[src/rtl/ept_block_receiver.sv]
// ept_block_receiver: packs endpoint-addressed block-transfer bytes little-endian into
// 32-bit words and buffers them in a first-word-fall-through FIFO. Optional: EPT_RX_DROP_COUNT_EN.
module ept_block_receiver #(
  parameter int unsigned DEPTH         = 16,
  parameter int unsigned LEVEL_W       = 5,
  parameter logic [2:0]  ENDPOINT_ADDR = 3'd2
) (
  input  logic               clk,
  input  logic               rst_n,
  input  logic               block_xfer_strobe_i,
  input  logic [7:0]         block_xfer_byte_i,
  input  logic [2:0]         block_xfer_addr_i,
  input  logic               block_xfer_end_i,
  output logic [31:0]        word_data_o,
  output logic [3:0]         word_keep_o,
  output logic               word_last_o,
  output logic               word_valid_o,
  input  logic               word_ready_i,
  output logic [LEVEL_W-1:0] fifo_level_o,
  output logic               overflow_o,
  input  logic               clr_overflow_i
`ifdef EPT_RX_DROP_COUNT_EN
  ,
  output logic [15:0]        drop_count_o
`endif
);

  localparam int unsigned AW = LEVEL_W - 1;
  localparam logic [LEVEL_W-1:0] LEVEL_ONE = LEVEL_W'(1);

  typedef struct packed {
    logic [31:0] data;
    logic [3:0]  keep;
    logic        last;
  } word_t;

  // Packer state
  logic [1:0]  idx_q, idx_d;
  logic [31:0] lane_q, lane_d;
  word_t       pend_q, pend_d;
  logic        pend_valid_q, pend_valid_d;

  // FIFO state
  word_t              mem [DEPTH];
  logic [AW:0]        wr_ptr_q, wr_ptr_d;
  logic [AW:0]        rd_ptr_q, rd_ptr_d;
  logic [LEVEL_W-1:0] level_q, level_d;
  word_t              last_pop_q, last_pop_d;
  logic               overflow_q, overflow_d;

  logic        accept, end_hit, emit;
  logic [31:0] merged;
  logic [2:0]  fill;
  logic        full, pop, wr_en, drop;
  word_t       head, out_w;

  assign head  = mem[rd_ptr_q[AW-1:0]];
  assign full  = (wr_ptr_q[AW] != rd_ptr_q[AW]) && (wr_ptr_q[AW-1:0] == rd_ptr_q[AW-1:0]);
  assign pop   = word_valid_o && word_ready_i;
  assign wr_en = pend_valid_q && (!full || pop);
  assign drop  = pend_valid_q && full && !pop;

  // NOTE: every variable gets a default at the top of always_comb so no latch is inferred.
  always_comb begin
    accept  = block_xfer_strobe_i && (block_xfer_addr_i == ENDPOINT_ADDR);
    end_hit = block_xfer_end_i && (block_xfer_addr_i == ENDPOINT_ADDR);
    merged  = lane_q;
    if (accept) merged[{idx_q, 3'b000} +: 8] = block_xfer_byte_i;

    // Lanes above the fill count are already zero because the lane register clears on emit.
    fill         = {1'b0, idx_q} + {2'b00, accept};
    emit         = (accept && (idx_q == 2'd3)) || end_hit;
    pend_d.data  = merged;
    pend_d.keep  = 4'((5'd1 << fill) - 5'd1);
    pend_d.last  = end_hit;
    pend_valid_d = emit;

    idx_d  = idx_q;
    lane_d = lane_q;
    if (emit) begin
      idx_d  = '0;
      lane_d = '0;
    end else if (accept) begin
      idx_d  = idx_q + 2'd1;
      lane_d = merged;
    end

    wr_ptr_d   = wr_en ? wr_ptr_q + 1'b1 : wr_ptr_q;
    rd_ptr_d   = pop ? rd_ptr_q + 1'b1 : rd_ptr_q;
    last_pop_d = pop ? head : last_pop_q;
    unique case ({wr_en, pop})
      2'b10:   level_d = level_q + LEVEL_ONE;
      2'b01:   level_d = level_q - LEVEL_ONE;
      default: level_d = level_q;
    endcase

    // A drop in the same cycle as a clear wins.
    overflow_d = overflow_q;
    if (drop) overflow_d = 1'b1;
    else if (clr_overflow_i) overflow_d = 1'b0;
  end

  // NOTE: sequential state uses non-blocking assignments so all registers sample the same pre-edge values.
  always_ff @(posedge clk or negedge rst_n) begin
    if (!rst_n) begin
      idx_q        <= '0;
      lane_q       <= '0;
      pend_q       <= '0;
      pend_valid_q <= 1'b0;
      wr_ptr_q     <= '0;
      rd_ptr_q     <= '0;
      level_q      <= '0;
      last_pop_q   <= '0;
      overflow_q   <= 1'b0;
    end else begin
      idx_q        <= idx_d;
      lane_q       <= lane_d;
      if (emit) pend_q <= pend_d;
      pend_valid_q <= pend_valid_d;
      wr_ptr_q     <= wr_ptr_d;
      rd_ptr_q     <= rd_ptr_d;
      level_q      <= level_d;
      last_pop_q   <= last_pop_d;
      overflow_q   <= overflow_d;
    end
  end

  // NOTE: the storage array is not reset; the output mux never exposes it while the FIFO is empty.
  always_ff @(posedge clk) begin
    if (wr_en) mem[wr_ptr_q[AW-1:0]] <= pend_q;
  end

  assign word_valid_o = (level_q != '0);
  assign out_w        = word_valid_o ? head : last_pop_q;
  assign word_data_o  = out_w.data;
  assign word_keep_o  = out_w.keep;
  assign word_last_o  = out_w.last;
  assign fifo_level_o = level_q;
  assign overflow_o   = overflow_q;

`ifdef EPT_RX_DROP_COUNT_EN
  logic [15:0] drop_cnt_q, drop_cnt_d;

  always_comb begin
    drop_cnt_d = drop_cnt_q;
    if (clr_overflow_i) drop_cnt_d = drop ? 16'd1 : 16'd0;
    else if (drop && (drop_cnt_q != 16'hFFFF)) drop_cnt_d = drop_cnt_q + 16'd1;
  end

  always_ff @(posedge clk or negedge rst_n) begin
    if (!rst_n) drop_cnt_q <= '0;
    else        drop_cnt_q <= drop_cnt_d;
  end

  assign drop_count_o = drop_cnt_q;
`endif

endmodule

[config.mk]
export PLATFORM = sky130hd
export DESIGN_NAME = ept_block_receiver
export DESIGN_NICKNAME = d
export VERILOG_FILES = /design/src/rtl/ept_block_receiver.sv
export SDC_FILE = /design/constraint.sdc
export NUM_CORES = 1
export LEC_CHECK = 0
export BUFFER_PORTS_ARGS = -buffer_cell sky130_fd_sc_hd__clkbuf_2
export CAP_MARGIN = 20
export CELL_PAD_IN_SITES_DETAIL_PLACEMENT = 1
export CELL_PAD_IN_SITES_GLOBAL_PLACEMENT = 2
export CORE_MARGIN = 2
export CORE_UTILIZATION = 54
export CTS_BUF_LIST = sky130_fd_sc_hd__clkbuf_4
export DETAILED_ROUTE_END_ITERATION = 10
export GPL_TIMING_DRIVEN = 1
export PLACE_DENSITY = 0.95
export SYNTH_ARGS = -nofsm -noshare
export SYNTH_HDL_FRONTEND = slang
export SYNTH_SLANG_ARGS = --single-unit
export TNS_END_PERCENT = 30
[constraint.sdc]
create_clock -name clk -period 8.2 [get_ports clk]
set_input_delay 1.64 -clock clk [delete_from_list [all_inputs] [get_ports clk]]
set_output_delay 1.64 -clock clk [all_outputs]
set_load 0.02 [all_outputs]
==> metrics.txt, run 1 <==
WP data arrival 4.56 ns; clock root cell clkbuf_4; vias in the first global route 17.4k; Worst Tran Pin Value 1.17 ns; HP Class flop to flop; sequential share of power 44.5%; most frequent cells in the layout edfxtp_1 (592), clkbuf_4 (270), dfrtp_1 (121); CP endpoint kind output pin; initial antenna violation count 3; total CTS buffers 175; placed insts 2279; Clock Sinks 717; Mean Syn Cell Area 17.8 um^2; CTS tree done; final slew viol count 0; worst hold slack 0.489 ns; mapped cell area 0.0284 mm^2; total grt overflow 0; Die Wd 233 um; DR WL/cell 28.3 um; Fin. Hold Viols 0; Core ar. 0.0523 mm^2; Gates resized, CTS repair 0; clock skew 0.0710 ns; htree depth 4; top sig layer met5; Final setup violation count 0; CP cell instances buf_4 -> buf_4 -> mux4_2 -> mux2_2 -> a22oi_1 -> a21oi_1 -> clkbuf_2; sw power 3.72 mW; Highest Clock Rate 161 MHz; Crit Path Category flop to output pin; RSZ-0062 raised after global routing false; metal2 WL 37.4 mm; num rows 84; setup_tns 0 ns; static leakage 11.2 nW; Synth cell types 48; WP data required 6.56 ns; Synth Net Count 1627; largest net degree at the start of global routing 76; die area 0.0545 mm^2; Detail Route Antenna Nets 0; Final period util 75.6%; I/O pin cnt 61; Top cell by count, worst path buf_4; Synth Register Bits 717; cts hold-fix bufs 0; Slowest-stage cell, CP buf_4; status finished, final reports clean; P&R area growth vs syn 11.7%; cell area after layout 0.0318 mm^2; sequential share of the synthesized area 73.5%; most common cell after layout, fill and taps aside edfxtp_1; Crit Path Max Fanout 57; Logic pwr share 28.1%; Met3 Routed Length 5.36 mm; Slew headroom 22.1%; DR vias/cell 6.17; First-pass DRT Iterations 5; die height 233 um; Synthesis Warnings 0; hpwl dp 38.2 mm; total number of vias 16.1k; Int Pwr 7.24 mW; initial core utilization 54.3%; DRT Wirelength 73.8 mm; Tmin final 6.20 ns; NumNets Final 1800; Power Dens Cells 345 mW/mm^2; share of cells above drive strength 1 29.2%; Startpoint Class flop; first-pass GRT wire length 110 mm; port bufs 60; post-synthesis cell count 1595; routability cong. 0.754; Layout Cells excl Fill 2608; # DRC 0; Power, Total 11.0 mW; placed inst area 0.0295 mm^2; met1 wire length 28.9 mm; Max clock buf depth 3; DRT iter0 DRCs 1690; VDD IR-drop max 0.000213 V; Worst path max stage delay 0.78 ns; clock network fraction of total power 27.4%; clock transition at the registers of the reported paths 0.07 ns; Tot GR Track Use 28.3%; max-capacitance violation count 0; Clock Latency Late Sink 1.04 ns; Post-CTS Setup Bufs 0; Sw Share 34.0%
==> worst max-delay path: cells and delay by family (launching register included) <==
kind	cells	cell delay, ns
muxes	2	0.69
AOI/OAI and AO/OA	2	0.51
buffers and inverters	3	1.64
DFF	1	0.59
==> synth_stat cells (all sizes together) <==
library cell | instances | area, um^2
nand3 | 32 | 160
nand2 | 87 | 329
or3b | 1 | 8.76
clkbuf | 47 | 176
o21ai | 40 | 200
nor3 | 9 | 56.3
a21bo | 1 | 10.0
nor4 | 2 | 12.5
o31ai | 1 | 7.51
a22oi | 38 | 285
nand2b | 40 | 250
a21o | 1 | 7.51
o31a | 1 | 8.76
a31oi | 34 | 228
inv | 8 | 30.0
ha | 15 | 188
and2 | 1 | 6.26
nor2 | 95 | 362
mux2i | 74 | 741
or3 | 1 | 6.26
and3 | 7 | 43.8
o22ai | 2 | 12.5
buf | 46 | 339
a21oi | 41 | 205
nand4 | 3 | 18.8
o32ai | 1 | 8.76
xnor2 | 10 | 87.6
edfxtp | 592 | 17800
nor2b | 9 | 56.3
a221oi | 37 | 324
dfrtp | 125 | 3130
mux4 | 111 | 2500
a31o | 3 | 26.3
nor3b | 4 | 40.0
a22o | 25 | 219
mux2 | 42 | 480
xor2 | 9 | 86.3
==> kinds of logic (layout without fill, tap and decap cells) <==
group	Yosys count	count (layout)	share of synthesized area (%)
flops	717	717	73.5
simple gates	291	291	4.75
mux	227	227	13.1
compound gates	225	225	5.43
buf+inv	101	421	1.92
xor+xnor	19	19	0.612
fa+ha+maj	15	15	0.660
other cells	0	5	0
==> final cells by class <==
class                      instances  area, um^2
antenna                            5        12.5
clock buffer                     270        2030
clock inverter                    54         264
fill                            4682       20600
inverter                           8        30.0
multi-input combinational        777        7110
sequential                       717       20900
tap                              688         861
timing repair buffer              89         537
==> worst paths after layout <==
check                          startpoint              end  slack [ns]  depth (start not counted)
setup / recovery              rd_ptr_q[1]  word_data_o[21]        2.00                          7
hold / removal             last_pop_q[35]   last_pop_q[35]        0.49                          2
max in group asynchronous           rst_n      rd_ptr_q[1]        6.00                          2
hold reg to reg            last_pop_q[35]   last_pop_q[35]        0.49                          2
min in group asynchronous           rst_n  fifo_level_o[1]        0.62                          1
setup reg to reg              rd_ptr_q[2]      mem[10][13]        4.27                          7
==> power by group through the flow <==
| stage | clock network (mW) | logic, mW | registers, mW |
|---|---|---|---|
| finish | 3.00 | 3.08 | 4.88 |
| global route | 3.23 | 3.32 | 4.92 |
| CTS | 3.06 | 3.11 | 4.87 |
| detailed placement | 0 | 3.05 | 4.94 |
| global placement | 0 | 2.92 | 4.87 |
| floorplan | 0 | 2.36 | 4.65 |
==> metrics by stage <==
stage          setup WS, ns  utilization [%]
3_3_place_gp           3.15             56.3
2_1_floorplan          2.84                -
5_1_grt                1.74             60.7
6_report               2.00             60.7
4_1_cts                1.85             60.6
3_5_place_dp           3.04             56.3
==> per-layer routing <==
| layer | vias up | global-route usage [%] |
|---|---|---|
| li1 | 6767 | - |
| met1 | 8459 | 36.3 |
| met2 | 712 | 46.6 |
| met3 | 156 | 7.74 |
| met4 | 2 | 10.5 |
| met5 | - | 0 |
==> state kept, by name, indices dropped and copies added (netlist names) <==
| name | flops |
|---|---|
| fifo_level_o | 5 |
| idx_q | 2 |
| lane_q | 32 |
| last_pop_q | 37 |
| mem | 592 |
| overflow_o | 1 |
| pend_q | 37 |
| pend_valid_q | 1 |
| rd_ptr_q | 5 |
| wr_ptr_q | 5 |
Power figures use the tool's default switching activity.
==> run 2, diff against run 1 <==
CORE_UTILIZATION = 50   (was 54)
PLACE_DENSITY = 0.93   (was 0.95)
clock period = 5.8 ns   (was 8.2 ns; I/O delays follow)
==> metrics.txt, run 2 (synthesis gave the netlist of run 1 again) <==
status finished, final reports clean; FILL cells 5211 (+11%); Startpoint Class flop; largest net degree at the start of global routing 85 (+12%); most common cell after layout, fill and taps aside edfxtp_1; first-pass GRT wire length 113 mm (+3.3%); total number of vias 16.1k (+0.18%); Slew headroom 28.1% (+6.0 points); DRT Wirelength 74.3 mm (+0.64%); Post-CTS Setup Bufs 0 (unchanged); Core ar. 0.0563 mm^2 (+7.5%); Clock Sinks 717 (unchanged); Highest Clock Rate 198 MHz; setup slack, reg-to-reg 1.82 ns (-2.45 ns); die height 242 um (+3.9%); Tmin final 5.06 ns; Final period util 87.3%; initial antenna violation count 2 (-1); Worst path max stage delay 0.69 ns (-0.09 ns); I/O pin cnt 61 (unchanged); Most Crowded Layer GR met2; Tot GR Track Use 26.1% (-2.2 points); setup_tns 0 ns (unchanged); CP endpoint kind output pin; Final setup violation count 0 (unchanged); met2 GRT Util 42.4% (-4.1 points); Crit Path Category flop to output pin; CP cell instances nor2_4 -> buf_4 -> a221oi_1 -> a22oi_1 -> a21oi_1 -> clkbuf_2; Max clock buf depth 3 (unchanged); Reg2Reg Capture Point mem[5][8]; total grt overflow 0 (unchanged); Detail Route Antenna Nets 0 (unchanged); DR vias/cell 6.01 (-2.7%); hpwl dp 42.2 mm (+11%); CP top delay family compound AO/OA/AOI/OAI gates; routability cong. 0.797 (+5.7%); Worst Path Buf+Inv 2 (-1); Worst Tran Pin Value 1.08 ns (-0.0874 ns); most frequent cells in the layout edfxtp_1 (592), clkbuf_4 (277), dfrtp_1 (121); First-pass DRT Iterations 5 (unchanged); static leakage 11.3 nW (+0.86%); initial core utilization 50.5% (-3.8 points); NumNets Final 1812 (+0.67%); clock transition at the registers of the reported paths 0.06 ns (about the same); die area 0.0588 mm^2 (+7.9%); port bufs 60 (unchanged); max reg flops 592 (unchanged); total CTS buffers 177 (+1.1%); htree depth 4 (unchanged); P&R area growth vs syn 12.5%; CTS tree done; final slew viol count 0 (unchanged); num rows 87 (+3.6%); met1 usage 33.8% (-2.4 points); share of cells above drive strength 1 30.0% (+0.76 points); DRT iter0 DRCs 1643 (-2.8%); Power, Total 15.7 mW (+43%); # DRC 0 (unchanged); global-route track usage on met3 6.69% (-1.0 points); Crit Path Max Fanout 26 (-54%); HP Class input pin to asynchronous set/reset pin; max-capacitance violation count 0 (unchanged); VDD IR-drop max 0.000280 V (+31%); Power Dens Cells 491 mW/mm^2 (+42%); R2R depth 7 (unchanged); RSZ-0062 raised after global routing false; R2R Path Start rd_ptr_q[2]; DR WL/cell 27.7 um (-2.2%); Gates resized, CTS repair 0 (unchanged); WP data arrival 3.90 ns (-0.66 ns); WP data required 4.64 ns (-1.92 ns); Die Wd 242 um (+3.9%); clock skew 0.0622 ns (-0.00881 ns); clock root cell clkbuf_4; Slowest-stage cell, CP dfrtp_4; cts hold-fix bufs 0 (unchanged); Clock Latency Late Sink 1.03 ns (about the same); Fin. Hold Viols 0 (unchanged); vias in the first global route 17.8k (+2.1%)
run 2: cell types whose count changed in the layout (fill, tap and decap cells not counted), sizes merged:
cell,change
bufinv,+1
buf,+10
clkbuf,+7
clkinv,-12
inv,+1
clkinvlp,+1
run 2: power by group:
| group | total [mW] | internal (mW) | switching [mW] |
|---|---|---|---|
| clock network | 4.37 | 2.30 | 2.07 |
| logic | 4.46 | 1.89 | 2.57 |
| registers | 6.87 | 6.18 | 0.693 |
| total | 15.7 | 10.4 | 5.33 |
run 2: final cells by class:
class	instances	area [um^2]	share of cell area (%)
multi-input cells	777	7110	22.2
diodes	5	12.5	0.0391
well taps	756	946	2.96
repair buffers	99	632	1.98
clock buffers	277	2080	6.50
flip-flops and latches	717	20900	65.4
inverters	8	30.0	0.0939
clock inverters	45	260	0.814
run 2: stage by stage:
stage,utilization (%),cell area (um^2),setup slack [ns],instances,hold slack [ns]
after floorplan,-,28400,0.921,1595,0.451
after detailed placement,52.6,29600,1.70,2355,0.471
after global placement,52.6,29600,1.81,2355,0.463
after CTS,56.8,32000,0.610,2677,0.199
final,56.8,32000,0.737,2684,0.243
after global routing,56.8,32000,0.445,2684,0.230
run 2: routing by layer:
| metal | vias to the layer above | share of wire (%) |
|---|---|---|
| li1 | 6797 | - |
| met1 | 8417 | 39 |
| met2 | 748 | 50 |
| met3 | 163 | 7.6 |
| met4 | 0 | 3.0 |
| met5 | - | 0 |
run 2: how the worst max path moves through the flow:
stage | start | endpoint | slack (ns) | cells past startpoint
after floorplan | word_ready_i | mem[0][0] | 0.92 | 5
after CTS | rd_ptr_q[0] | word_data_o[3] | 0.61 | 6
final | rd_ptr_q[2] | word_data_o[23] | 0.74 | 6
after global routing | rd_ptr_q[0] | word_data_o[3] | 0.44 | 6
after global placement | rd_ptr_q[0] | word_data_o[3] | 1.81 | 6
after detailed placement | word_ready_i | mem[4][11] | 1.70 | 6
run 2: worst reg2reg max path, delay by kind of cell, from the launching register on:
kind | cells | cell delay (ns)
AO/OA/AOI/OAI | 1 | 0.30
XOR/XNOR | 1 | 0.29
buffers and inverters | 2 | 0.99
flip-flops | 1 | 0.77
AND/OR/NAND/NOR | 3 | 1.24
==> run 3, diff against run 2 <==
CORE_UTILIZATION = 54   (was 50)
PLACE_DENSITY = 0.95   (was 0.93)
clock period = 6.42 ns   (was 5.8 ns; I/O delays follow)
==> metrics.txt, run 3 (synthesis gave the netlist of run 1 again) <==
hpwl dp 42.0 mm (-0.46%); Core ar. 0.0523 mm^2 (-7.0%); cell area after layout 0.0320 mm^2 (+0.12%); routability cong. 0.781 (-1.9%); htree depth 4 (unchanged); largest net degree at the start of global routing 67 (-21%); Reg2Reg Capture Point mem[10][13]; setup_tns 0 ns (unchanged); Final setup violation count 0 (unchanged); VDD IR-drop max 0.000206 V (-26%); CP endpoint kind output pin; clock skew 0.0686 ns (+0.00646 ns); clock root cell clkbuf_4; Detail Route Antenna Nets 0 (unchanged); Tot GR Track Use 29.7% (+3.6 points); metal2 WL 39.7 mm (+6.8%); Crit Path Category flop to output pin; Post-CTS Setup Bufs 0 (unchanged); Max clock buf depth 3 (unchanged); I/O pin cnt 61 (unchanged); initial core utilization 54.3% (+3.8 points); P&R area growth vs syn 12.7%; initial antenna violation count 4 (+2); setup slack, reg-to-reg 2.08 ns (+0.26 ns); vias in the first global route 17.8k (-0.028%); CP cell instances nor2b_4 -> buf_4 -> a221oi_1 -> a22oi_1 -> a21oi_1 -> clkbuf_2; Worst path max stage delay 0.90 ns (+0.21 ns); die height 233 um (-3.7%); NumNets Final 1812 (unchanged); static leakage 11.3 nW (+0.29%); Clock Sinks 717 (unchanged); Power, Total 14.4 mW (-8.4%); most frequent cells in the layout edfxtp_1 (592), clkbuf_4 (267), dfrtp_1 (121); Power Dens Cells 449 mW/mm^2 (-8.5%); cts hold-fix bufs 0 (unchanged); share of cells above drive strength 1 29.7% (-0.29 points); Final period util 84.0%; first-pass GRT wire length 115 mm (+1.6%); num rows 84 (-3.4%); DRT iter0 DRCs 1636 (-0.43%); DR vias/cell 6.31 (+5.1%); status finished, final reports clean; Slowest-stage cell, CP nor2b_4; top sig layer met5; HP Class input pin to asynchronous set/reset pin; max-capacitance violation count 0 (unchanged); Startpoint Class flop; Clock Latency Late Sink 1.08 ns (+0.05 ns); port bufs 60 (unchanged); most common cell after layout, fill and taps aside edfxtp_1; Die Wd 233 um (-3.7%); final slew viol count 0 (unchanged); Slew headroom 27.9% (-0.23 points); WP data required 5.14 ns (+0.50 ns); R2R Path Start rd_ptr_q[1]; First-pass DRT Iterations 5 (unchanged); # DRC 0 (unchanged); Crit Path Max Fanout 35 (+35%); total number of vias 16.6k (+2.7%); Fin. Hold Viols 0 (unchanged); Highest Clock Rate 186 MHz; Worst Tran Pin Value 1.08 ns (+0.000819 ns); clock transition at the registers of the reported paths 0.08 ns (+0.02 ns); DR WL/cell 29.8 um (+7.6%); total grt overflow 0 (unchanged); WP data arrival 4.11 ns (+0.21 ns); placed inst area 0.0295 mm^2 (-0.33%); met1 wire length 30.0 mm (+2.3%); Final Util 61.2% (+4.4 points); total CTS buffers 175 (-1.1%); CTS tree done; CP startpoint rd_ptr_q[1]; max reg flops 592 (unchanged); DRT Wirelength 78.0 mm (+5.1%); Gates resized, CTS repair 0 (unchanged); RSZ-0062 raised after global routing false; Met3 Routed Length 6.00 mm (+6.8%); R2R depth 7 (unchanged); Tmin final 5.39 ns; die area 0.0545 mm^2 (-7.3%)
-- run 3: cell count changes in the layout (fill, tap and decap cells not counted), sizes merged --
cell and delta:
clkbuf -10, clkinv +8, bufinv +4, buf +2
diode +1, inv +1
-- run 3: through the flow --
stage                     worst slack, ns  cells  hold WS, ns
after floorplan                      1.42   1595        0.451
after global placement               2.18   2286        0.462
after detailed placement             2.10   2286        0.474
after CTS                           0.956   2611        0.163
after global routing                0.808   2622        0.224
final                                1.03   2622        0.246
-- run 3: metal layers --
| layer | GRT usage [%] | up-vias |
|---|---|---|
| met4 | 12.4 | 4 |
| li1 | - | 6804 |
| met3 | 7.06 | 192 |
| met2 | 49.4 | 873 |
| met1 | 37.8 | 8684 |
| met5 | 0 | - |
-- run 3: worst max-delay path by stage --
stage / end / slack [ns] / depth (start not counted)
floorplan: mem[0][0] / 1.42 / 5
global placement: word_data_o[29] / 2.18 / 6
detailed placement: word_data_o[0] / 2.10 / 6
CTS: word_data_o[0] / 0.96 / 6
global route: word_data_o[0] / 0.81 / 6
finish: word_data_o[5] / 1.03 / 6
-- run 3: area by class of cell --
class / instances / area (um^2)
fillers: 4691 / 20300
clock buffers: 267 / 2000
repair buffers: 101 / 684
well taps: 688 / 861
diodes: 6 / 15.0
inverters: 8 / 30.0
multi-input cells: 777 / 7110
flip-flops and latches: 717 / 20900
clock inverters: 58 / 409
-- run 3: power breakdown --
group / switching (mW) / total (mW) / internal, mW
Clock: 1.93 / 4.11 / 2.18
Sequential: 0.667 / 6.25 / 5.58
Combinational: 2.31 / 4.02 / 1.71
Total: 4.91 / 14.4 / 9.47
-- run 3: critical path: cells and delay by family, from the launching register on --
| kind | cells | cell delay, ns |
|---|---|---|
| AND/OR/NAND/NOR | 1 | 0.90 |
| buffers and inverters | 2 | 0.66 |
| AO/OA/AOI/OAI | 3 | 0.63 |
| flip-flops | 1 | 0.83 |
